File: src/rtl/matvec_param.sv
// Streaming matrix-vector engine: y = W*x for an MxN signed matrix held in RAM,
// with matrix reuse across vectors and an optional ReLU on the result.

module matvec_mult #(
    parameter int WIDTH  = 14,
    parameter int STAGES = 2
) (
    input  logic                      clk,
    input  logic signed [WIDTH-1:0]   a,
    input  logic signed [WIDTH-1:0]   b,
    output logic signed [2*WIDTH-1:0] p
);
    logic signed [2*WIDTH-1:0] prod_c;

    assign prod_c = a * b;

    generate
        if (STAGES == 0) begin : g_comb
            assign p = prod_c;
        end else begin : g_pipe
            logic [STAGES-1:0][2*WIDTH-1:0] pipe_q;

            always_ff @(posedge clk) begin
                pipe_q[0] <= prod_c;
                for (int i = 1; i < STAGES; i++) begin
                    pipe_q[i] <= pipe_q[i-1];
                end
            end

            assign p = $signed(pipe_q[STAGES-1]);
        end
    endgenerate
endmodule

module matvec_param #(
    parameter int M           = 8,
    parameter int N           = 8,
    parameter int WIDTH       = 14,
    parameter int MULT_STAGES = 2,
    parameter int RELU        = 0,
    localparam int ACC_W      = 2*WIDTH + $clog2(N)
) (
    input  logic             clk,
    input  logic             reset,
    input  logic             input_valid,
    output logic             input_ready,
    input  logic [WIDTH-1:0] input_data,
    input  logic             new_matrix,
    output logic             output_valid,
    input  logic             output_ready,
    output logic [ACC_W-1:0] output_data
);
    localparam int MN   = M * N;
    localparam int WA_W = $clog2(MN);
    localparam int XA_W = $clog2(N);
    localparam int R_W  = (M > 1) ? $clog2(M) : 1;
    localparam int DC_W = $clog2(MULT_STAGES + 2);
    localparam int P_W  = 2 * WIDTH;

    typedef enum logic [2:0] {IDLE, LOAD_W, LOAD_X, COMPUTE, DRAIN, OUTPUT} state_t;

    state_t            state_q, state_d;
    logic [WA_W-1:0]   waddr_q, waddr_d;
    logic [XA_W-1:0]   xaddr_q, xaddr_d;
    logic [R_W-1:0]    row_q, row_d;
    logic [DC_W-1:0]   drain_q, drain_d;
    logic              matrix_loaded_q, matrix_loaded_d;
    logic              input_ready_q, input_ready_d;
    logic              output_valid_q, output_valid_d;
    logic [ACC_W-1:0]  output_data_q, output_data_d;
    logic [ACC_W-1:0]  acc_q, acc_d;

    logic              in_xfer;
    logic              w_we;
    logic              x_we;
    logic              issue;
    logic [ACC_W-1:0]  result;

    logic [WIDTH-1:0]         w_mem [MN];
    logic [WIDTH-1:0]         x_mem [N];
    logic signed [WIDTH-1:0]  w_rd_q;
    logic signed [WIDTH-1:0]  x_rd_q;
    logic signed [P_W-1:0]    prod;
    logic [ACC_W-1:0]         prod_ext;

    // Valid and first-column tags ride alongside the data: index 0 is the RAM
    // read register, index MULT_STAGES is the multiplier output.
    logic [MULT_STAGES:0]     vld_pipe_q;
    logic [MULT_STAGES:0]     first_pipe_q;

    assign in_xfer      = input_valid && input_ready_q;
    assign input_ready  = input_ready_q;
    assign output_valid = output_valid_q;
    assign output_data  = output_data_q;

    always_comb begin
        state_d         = state_q;
        waddr_d         = waddr_q;
        xaddr_d         = xaddr_q;
        row_d           = row_q;
        drain_d         = drain_q;
        matrix_loaded_d = matrix_loaded_q;
        output_valid_d  = output_valid_q;
        output_data_d   = output_data_q;
        w_we            = 1'b0;
        x_we            = 1'b0;
        issue           = 1'b0;

        case (state_q)
            IDLE: begin
                if (in_xfer) begin
                    if (new_matrix || !matrix_loaded_q) begin
                        w_we    = 1'b1;
                        waddr_d = WA_W'(1);
                        state_d = LOAD_W;
                    end else begin
                        x_we    = 1'b1;
                        xaddr_d = XA_W'(1);
                        state_d = LOAD_X;
                    end
                end
            end
            LOAD_W: begin
                if (in_xfer) begin
                    w_we = 1'b1;
                    if (waddr_q == WA_W'(MN - 1)) begin
                        waddr_d         = '0;
                        matrix_loaded_d = 1'b1;
                        state_d         = LOAD_X;
                    end else begin
                        waddr_d = waddr_q + WA_W'(1);
                    end
                end
            end
            LOAD_X: begin
                if (in_xfer) begin
                    x_we = 1'b1;
                    if (xaddr_q == XA_W'(N - 1)) begin
                        xaddr_d = '0;
                        row_d   = '0;
                        state_d = COMPUTE;
                    end else begin
                        xaddr_d = xaddr_q + XA_W'(1);
                    end
                end
            end
            COMPUTE: begin
                // Rows are stored back to back, so the W address simply keeps
                // counting across rows and wraps after the last one.
                issue   = 1'b1;
                waddr_d = (waddr_q == WA_W'(MN - 1)) ? '0 : waddr_q + WA_W'(1);
                if (xaddr_q == XA_W'(N - 1)) begin
                    xaddr_d = '0;
                    drain_d = '0;
                    state_d = DRAIN;
                end else begin
                    xaddr_d = xaddr_q + XA_W'(1);
                end
            end
            DRAIN: begin
                if (drain_q == DC_W'(MULT_STAGES + 1)) begin
                    output_valid_d = 1'b1;
                    output_data_d  = result;
                    state_d        = OUTPUT;
                end else begin
                    drain_d = drain_q + DC_W'(1);
                end
            end
            OUTPUT: begin
                if (output_ready) begin
                    output_valid_d = 1'b0;
                    if (row_q == R_W'(M - 1)) begin
                        row_d   = '0;
                        state_d = IDLE;
                    end else begin
                        row_d   = row_q + R_W'(1);
                        state_d = COMPUTE;
                    end
                end
            end
            default: state_d = IDLE;
        endcase

        input_ready_d = (state_d == IDLE) || (state_d == LOAD_W) || (state_d == LOAD_X);
    end

    assign prod_ext = {{(ACC_W - P_W){prod[P_W-1]}}, prod};
    assign result   = ((RELU != 0) && acc_q[ACC_W-1]) ? '0 : acc_q;

    always_comb begin
        acc_d = acc_q;
        if (vld_pipe_q[MULT_STAGES]) begin
            acc_d = first_pipe_q[MULT_STAGES] ? prod_ext : acc_q + prod_ext;
        end
    end

    always_ff @(posedge clk) begin
        if (reset) begin
            state_q         <= IDLE;
            waddr_q         <= '0;
            xaddr_q         <= '0;
            row_q           <= '0;
            drain_q         <= '0;
            matrix_loaded_q <= 1'b0;
            input_ready_q   <= 1'b0;
            output_valid_q  <= 1'b0;
            output_data_q   <= '0;
            acc_q           <= '0;
            vld_pipe_q      <= '0;
            first_pipe_q    <= '0;
        end else begin
            state_q         <= state_d;
            waddr_q         <= waddr_d;
            xaddr_q         <= xaddr_d;
            row_q           <= row_d;
            drain_q         <= drain_d;
            matrix_loaded_q <= matrix_loaded_d;
            input_ready_q   <= input_ready_d;
            output_valid_q  <= output_valid_d;
            output_data_q   <= output_data_d;
            acc_q           <= acc_d;
            vld_pipe_q[0]   <= issue;
            first_pipe_q[0] <= issue && (xaddr_q == '0);
            for (int i = 1; i <= MULT_STAGES; i++) begin
                vld_pipe_q[i]   <= vld_pipe_q[i-1];
                first_pipe_q[i] <= first_pipe_q[i-1];
            end
        end
    end

    // Storage is not reset; both ports share the load/compute address counters.
    always_ff @(posedge clk) begin
        if (w_we) w_mem[waddr_q] <= input_data;
        if (x_we) x_mem[xaddr_q] <= input_data;
        w_rd_q <= $signed(w_mem[waddr_q]);
        x_rd_q <= $signed(x_mem[xaddr_q]);
    end

    matvec_mult #(
        .WIDTH  (WIDTH),
        .STAGES (MULT_STAGES)
    ) u_mult (
        .clk (clk),
        .a   (w_rd_q),
        .b   (x_rd_q),
        .p   (prod)
    );
endmodule

File: config.mk
export PLATFORM = sky130hd
export DESIGN_NAME = matvec_param
export DESIGN_NICKNAME = d
export VERILOG_FILES = /design/src/rtl/matvec_param.sv
export SDC_FILE = /design/constraint.sdc
export NUM_CORES = 2
export LEC_CHECK = 0
export ABC_AREA = 1
export BUFFER_PORTS_ARGS = -buffer_cell sky130_fd_sc_hd__clkbuf_2
export CAP_MARGIN = 25
export CORE_MARGIN = 2
export CORE_UTILIZATION = 45
export DETAILED_ROUTE_END_ITERATION = 8
export HOLD_SLACK_MARGIN = 0.1
export SLEW_MARGIN = 25
export SYNTH_ARGS = -nofsm -noshare
export SYNTH_HDL_FRONTEND = slang
export SYNTH_SLANG_ARGS = --single-unit
File: constraint.sdc
create_clock -name clk -period 7.9 [get_ports clk]
set_clock_uncertainty 0.15 [all_clocks]
set_input_delay 0.79 -clock clk [delete_from_list [all_inputs] [get_ports clk]]
set_output_delay 0.79 -clock clk [all_outputs]
set_load 0.01 [all_outputs]
## Word-level counts from Yosys, hierarchy flattened

Memories as Yosys holds them, arrays and structs flattened. A register that Yosys moved wholly into a read port is not among the register bits.
Cells that the tools add are included.

- Flip-flop bits (word level): 144
- RAM bits: 1008
- Word-level logic and storage cells: 109
- Memories kept: 2

- Add/sub/neg operators: 5
- Multipliers: 1
- Eq/ne operators: 21
- Mux-type cells: 45
- Reduce and logical (&&, ||, !) cells: 21

Memories:

| name | words | width | rd ports | clocked after memory_dff | wr ports | RTL line | source |
|---|---|---|---|---|---|---|---|
| w_mem | 64 | 14 | 1 | 1 | 1 | 79 | `logic [WIDTH-1:0] w_mem [MN];` |
| x_mem | 8 | 14 | 1 | 1 | 1 | 80 | `logic [WIDTH-1:0] x_mem [N];` |

Operator list:

| cell | number |
|---|---|
| $mux W3 | 16 |
| $add A31 B31 Y31 | 1 |
| $mux W31 | 1 |
| $mul A14 B14 Y28 | 1 |
| $mux W6 | 4 |
| $ne A2 B2 Y1 const B | 10 |
| $pmux W3 S6 | 1 |
| $pmux W6 S3 | 1 |
| $eq A3 B3 Y1 const B | 4 |
| $mux W1 | 12 |
| $reduce_and A4 Y1 | 3 |
| $eq A3 B2 Y1 const B | 3 |
| $logic_not A3 Y1 | 3 |
| $pmux W3 S3 | 1 |
| $reduce_and A3 Y1 | 3 |
| $mux W2 | 4 |
| $add A3 B1 Y3 const B | 2 |
| $add A6 B1 Y6 const B | 1 |
| $eq A3 B1 Y1 const B | 2 |
| $eq A6 B6 Y1 const B | 1 |
| $pmux W1 S2 | 3 |
| $pmux W3 S2 | 1 |
| $reduce_bool A2 Y1 | 3 |
| $reduce_bool A3 Y1 | 2 |
| other kinds (7) | 10 |

## Longest topological paths before layout

- Word-level depth: 8
- Mapped depth: 26

## Modules after synthesis

From an unflattened synthesis, not the netlist that was laid out.

- Cell total of the unflattened synthesis: 4818
- Area, all modules: 53943.0 sq um

By module, submodules not included:

| module | instances | cells an instance | area each (sq um) | sequential area each (sq um) |
|---|---|---|---|---|
| matvec_param | 1 | 3554 | 44128.6 | 32591.3 |
| matvec_mult | 1 | 1264 | 9814.4 | 1121.1 |

## Least setup slack after synthesis

Ideal clock, no wire load.

- Path kind: reg-to-reg
- From: reg x_rd_q[3], read port of x_mem
- To: reg u_mult.g_pipe.pipe_q[27] in the netlist's numbering
- Arrival time: 5.284 ns
- Required time: 7.638 ns
- Path slack: 2.353 ns
- Cell stages (with the launch flop): 23
- Buffers on the path: 1
- Path through: dfxtp_1 clkbuf_1 nand2_1 fa_1 fa_1 inv_1 fa_1 inv_1 fa_1 inv_1 fa_1 inv_1 fa_1 inv_1 ha_1 inv_1 nor3_1 nand2_1 nor2_1 nand2_1 o211ai_1 a21o_1 nand2_1

- Word-level cells in the longest chain between the ends: 1

Ends and longest elaborated chain:

| element | RTL line | source |
|---|---|---|
| start: declaration | 82 | `logic signed [WIDTH-1:0] x_rd_q;` |
| $mul A14 B14 Y28 | 15 | `assign prod_c = a * b;` |
| via u_mult.prod_c[27] | 13 | `logic signed [2*WIDTH-1:0] prod_c;` |
| end signal: indexed assignment | 26 | `pipe_q[i] <= pipe_q[i-1];` |
| end: declaration | 21 | `logic [STAGES-1:0][2*WIDTH-1:0] pipe_q;` |

The timed path passes the listed nets, and every way through them passes these cells.
A chain may end at the register's enable or synchronous reset.

## Worst setup path in the final report

- From: reg x_rd_q[2], read port of x_mem
- To: reg u_mult.g_pipe.pipe_q[27] in the netlist's numbering

Same word-level chain as after synthesis.

==> qor.txt <==
GRT Resource Usage Total: 0.2325
Die Area: 0.1207 sq mm
Slew Limit Fails: 0
Asr flop ratio synth: 0
Power density of the placed cells: 352.8 mW/mm^2
Synth area leader: sky130_fd_sc_hd__edfxtp_1
Last weighted congestion value of the routability-driven placer: 0.8768
# Max-Cap Violations: 0
Sequential element share of the synthesized area: 0.6353
Final TNS setup: 0 ns
Largest family of logic cells by synthesized area: simple AND/OR/NAND/NOR gates
Number of clock sinks: 1180
Maximum number of pins on one net before global-route repair: 89
Drt first-iter violations: 3470
Count of buffers added by post-CTS timing repair for setup: 0
Initial antenna violation count: 8
Leakage power: 23.63 nW
Synth cell types: 48
Die extent in y: 347.4 microns
Maximum buffer depth of the clock tree: 3
Number of buffers added by the clock tree synthesis step: 120
Total placed cells including tap cells: 6117
Data required time at the worst endpoint: 8.33 ns
Number of hold buffers added after CTS: 0
Data arrival time at the worst-slack endpoint: 6.58 ns
Mux contribution to synthesized area: 0
Category of the critical setup timing path: flip-flop to flip-flop
Core box area: 0.1165 sq mm
Remaining number of nets flagged by the antenna check after routing: 0
Period utilization: 0.7782
Kind of start point of the critical path: flip-flop
Compound-cell area share of the yosys netlist: 0.07293
Grt total ovfl: 0
Number of top-level pins: 52
Slew at the pin closest to its max-slew limit: 0.9945 ns
Number of endpoints failing setup at the final stage: 0
Antenna diodes: 0
Number of nets in the layout: 5034
Share of synthesized cell area in full adder, half adder and majority cells: 0.09847
Result of the run: complete, no violations
Count of standard-cell rows: 125
Number of detailed-route iterations in the first pass: 6
Cell area after synthesis: 0.05306 sq mm
Maximum clock frequency: 162.7 MHz
Worst Setup End Kind: flip-flop
Detailed Route WL: 139900 microns
Wire length of the first global-routing pass: 209900 microns
Final HPWL from detailed placement: 85390 microns
Final hold viol count: 0
Worst slew slack as a fraction of its limit: 0.3363
Initial core utilization: 0.4554
Drt drc: 0
Ratio of cells with drive above 1 in the final layout: 0.07761
Kind of path behind the tightest hold check: flip-flop to flip-flop
Overall via count from detail_route: 34395
Width of the die: 347.4 microns
Clk slew on worst S/H paths: 0.06 ns
Final period demand of the worst path: 6.148 ns
Maximum fanout encountered on the critical timing path: 14
Area delta synth->final: 11.94%
Post-synthesis share of cell area spent on xor and xnor gates: 0.006602
Count of cells resized by post-cts repair: 0
IO Port Bufs: 51
Number of enable-type register cells in the synthesized netlist: 1008
Number of standard cells in the final layout excluding fillers: 6343
Yosys Warn Count: 0
Mean instance size in the synthesized netlist: 11.54 sq um
Vias per cell: 5.423
Cell count after synthesis: 4597
Clock tree from TritonCTS: done
Simple-gate share of the synthesized area: 0.1295
Maximum vdd drop: 0.0006325 V
Most frequent cells in the layout: sky130_fd_sc_hd__nand2_1 (1145), sky130_fd_sc_hd__edfxtp_1 (1008), sky130_fd_sc_hd__inv_1 (606)
Commonest non-fill, non-tap cell in the layout: sky130_fd_sc_hd__nand2_1
Post-Synthesis Net Count: 4916
Clock insertion delay at the later pin of the skew report: 0.75 ns
Setup repair after global routing missed its margin: false
DR WL/cell: 22.06 microns
Vias in the first global route: 33444
Area share of the largest cell type after synthesis: 0.5704
Register bit count reported by yosys: 1180
CTS H-tree depth: 3
Synth area leaders: sky130_fd_sc_hd__edfxtp_1 (57%), sky130_fd_sc_hd__nand2_1 (8.1%), sky130_fd_sc_hd__fa_1 (7.4%)
Clock Root Buffer: sky130_fd_sc_hd__clkbuf_16
Most common flop cell mapped by yosys: sky130_fd_sc_hd__edfxtp_1
## critical path: stages, from the launching register on
cell and delay (ns):
sky130_fd_sc_hd__dfxtp_1 0.63, sky130_fd_sc_hd__nand2_1 0.25, sky130_fd_sc_hd__fa_1 0.57, sky130_fd_sc_hd__fa_1 0.68
sky130_fd_sc_hd__inv_1 0.20, sky130_fd_sc_hd__fa_1 0.61, sky130_fd_sc_hd__inv_1 0.07, sky130_fd_sc_hd__fa_1 0.48
sky130_fd_sc_hd__inv_1 0.05, sky130_fd_sc_hd__fa_1 0.49, sky130_fd_sc_hd__inv_1 0.05, sky130_fd_sc_hd__fa_1 0.50
sky130_fd_sc_hd__inv_1 0.04, sky130_fd_sc_hd__ha_1 0.32, sky130_fd_sc_hd__inv_1 0.07, sky130_fd_sc_hd__nor3_1 0.24
sky130_fd_sc_hd__nand2_1 0.11, sky130_fd_sc_hd__nor2_1 0.11, sky130_fd_sc_hd__nand2_1 0.06, sky130_fd_sc_hd__o211ai_1 0.13
sky130_fd_sc_hd__a21o_1 0.12, sky130_fd_sc_hd__nand2_1 0.05
## synth_stat cells (9+ instances only)
cell and n:
sky130_fd_sc_hd__nand2_1 1145, sky130_fd_sc_hd__edfxtp_1 1008, sky130_fd_sc_hd__inv_1 609, sky130_fd_sc_hd__nor2_1 312, sky130_fd_sc_hd__fa_1 196, sky130_fd_sc_hd__dfxtp_1 172
sky130_fd_sc_hd__o21ai_0 156, sky130_fd_sc_hd__a21oi_1 124, sky130_fd_sc_hd__nand3_1 107, sky130_fd_sc_hd__clkbuf_1 106, sky130_fd_sc_hd__ha_1 104, sky130_fd_sc_hd__a22oi_1 95
sky130_fd_sc_hd__nand4_1 92, sky130_fd_sc_hd__buf_2 59, sky130_fd_sc_hd__o2111ai_1 52, sky130_fd_sc_hd__a22o_1 43, sky130_fd_sc_hd__a221oi_1 39, sky130_fd_sc_hd__xor2_1 26
sky130_fd_sc_hd__o211ai_1 22, sky130_fd_sc_hd__nor3_1 21, sky130_fd_sc_hd__o2bb2ai_1 14, sky130_fd_sc_hd__xnor2_1 14, sky130_fd_sc_hd__inv_2 9
## registers in the layout, indices dropped and copies added (netlist names), 6 cells and up
name	count
u_mult.p	28
waddr_q	6
output_data	31
acc_q	31
x_mem	112
x_rd_q	14
w_rd_q	14
w_mem	896
u_mult.g_pipe.pipe_q	28
## kinds of logic after synthesis
kind of cell | after synthesis
and+or+nand+nor | 1705
DFF | 1180
buffers and inverters | 788
AOI/OAI and AO/OA | 584
adders and majority gates | 300
xor gates and xnor gates | 40
## where the power goes
| group | switching (mW) | leakage, nW | internal [mW] |
|---|---|---|---|
| sequential | 0.211 | 10.5 | 7.05 |
| combinational | 4.98 | 11.3 | 3.11 |
| clock | 2.43 | 1.90 | 3.17 |
## final timing paths
path	slack [ns]	cells past startpoint	to	start
hold reg to reg	0.15	0	u_mult.p[5]	u_mult.g_pipe.pipe_q[5]
setup reg to reg	1.75	21	u_mult.g_pipe.pipe_q[27]	x_rd_q[2]
hold / removal	0.15	0	u_mult.p[5]	u_mult.g_pipe.pipe_q[5]
setup / recovery	1.75	21	u_mult.g_pipe.pipe_q[27]	x_rd_q[2]
## layout make-up
cell class | count | area [sq um]
Sequential cell | 1180 | 33710
Multi-Input combinational cell | 2629 | 16400
Fill cell | 10145 | 57120
Clock inverter | 71 | 698.2
Clock buffer | 155 | 3209
Timing Repair Buffer | 164 | 1129
Inverter | 620 | 2340
Tap cell | 1524 | 1907
## per-layer routing
layer,share of wire,GRT usage
met4,0.032,0.07764
met3,0.082,0.04601
met5,0.000057,0
met1,0.43,0.3243
met2,0.46,0.3662
## metrics by stage
step                setup WS, ns  total power [mW]  cell area [sq um]  hold slack [ns]    util
floorplan                  2.353             13.47              53060           0.1596       -
global placement           1.794             15.49              55490           0.1602  0.4762
detailed placement         1.849             15.54              55490           0.1621  0.4762
CTS                        1.741             21.15              59400           0.1466  0.5098
global route               1.399             22.59              59400           0.1577  0.5098
finish                     1.752             20.96              59400           0.1531  0.5098
Note: power is estimated with default switching activity, not from simulation.
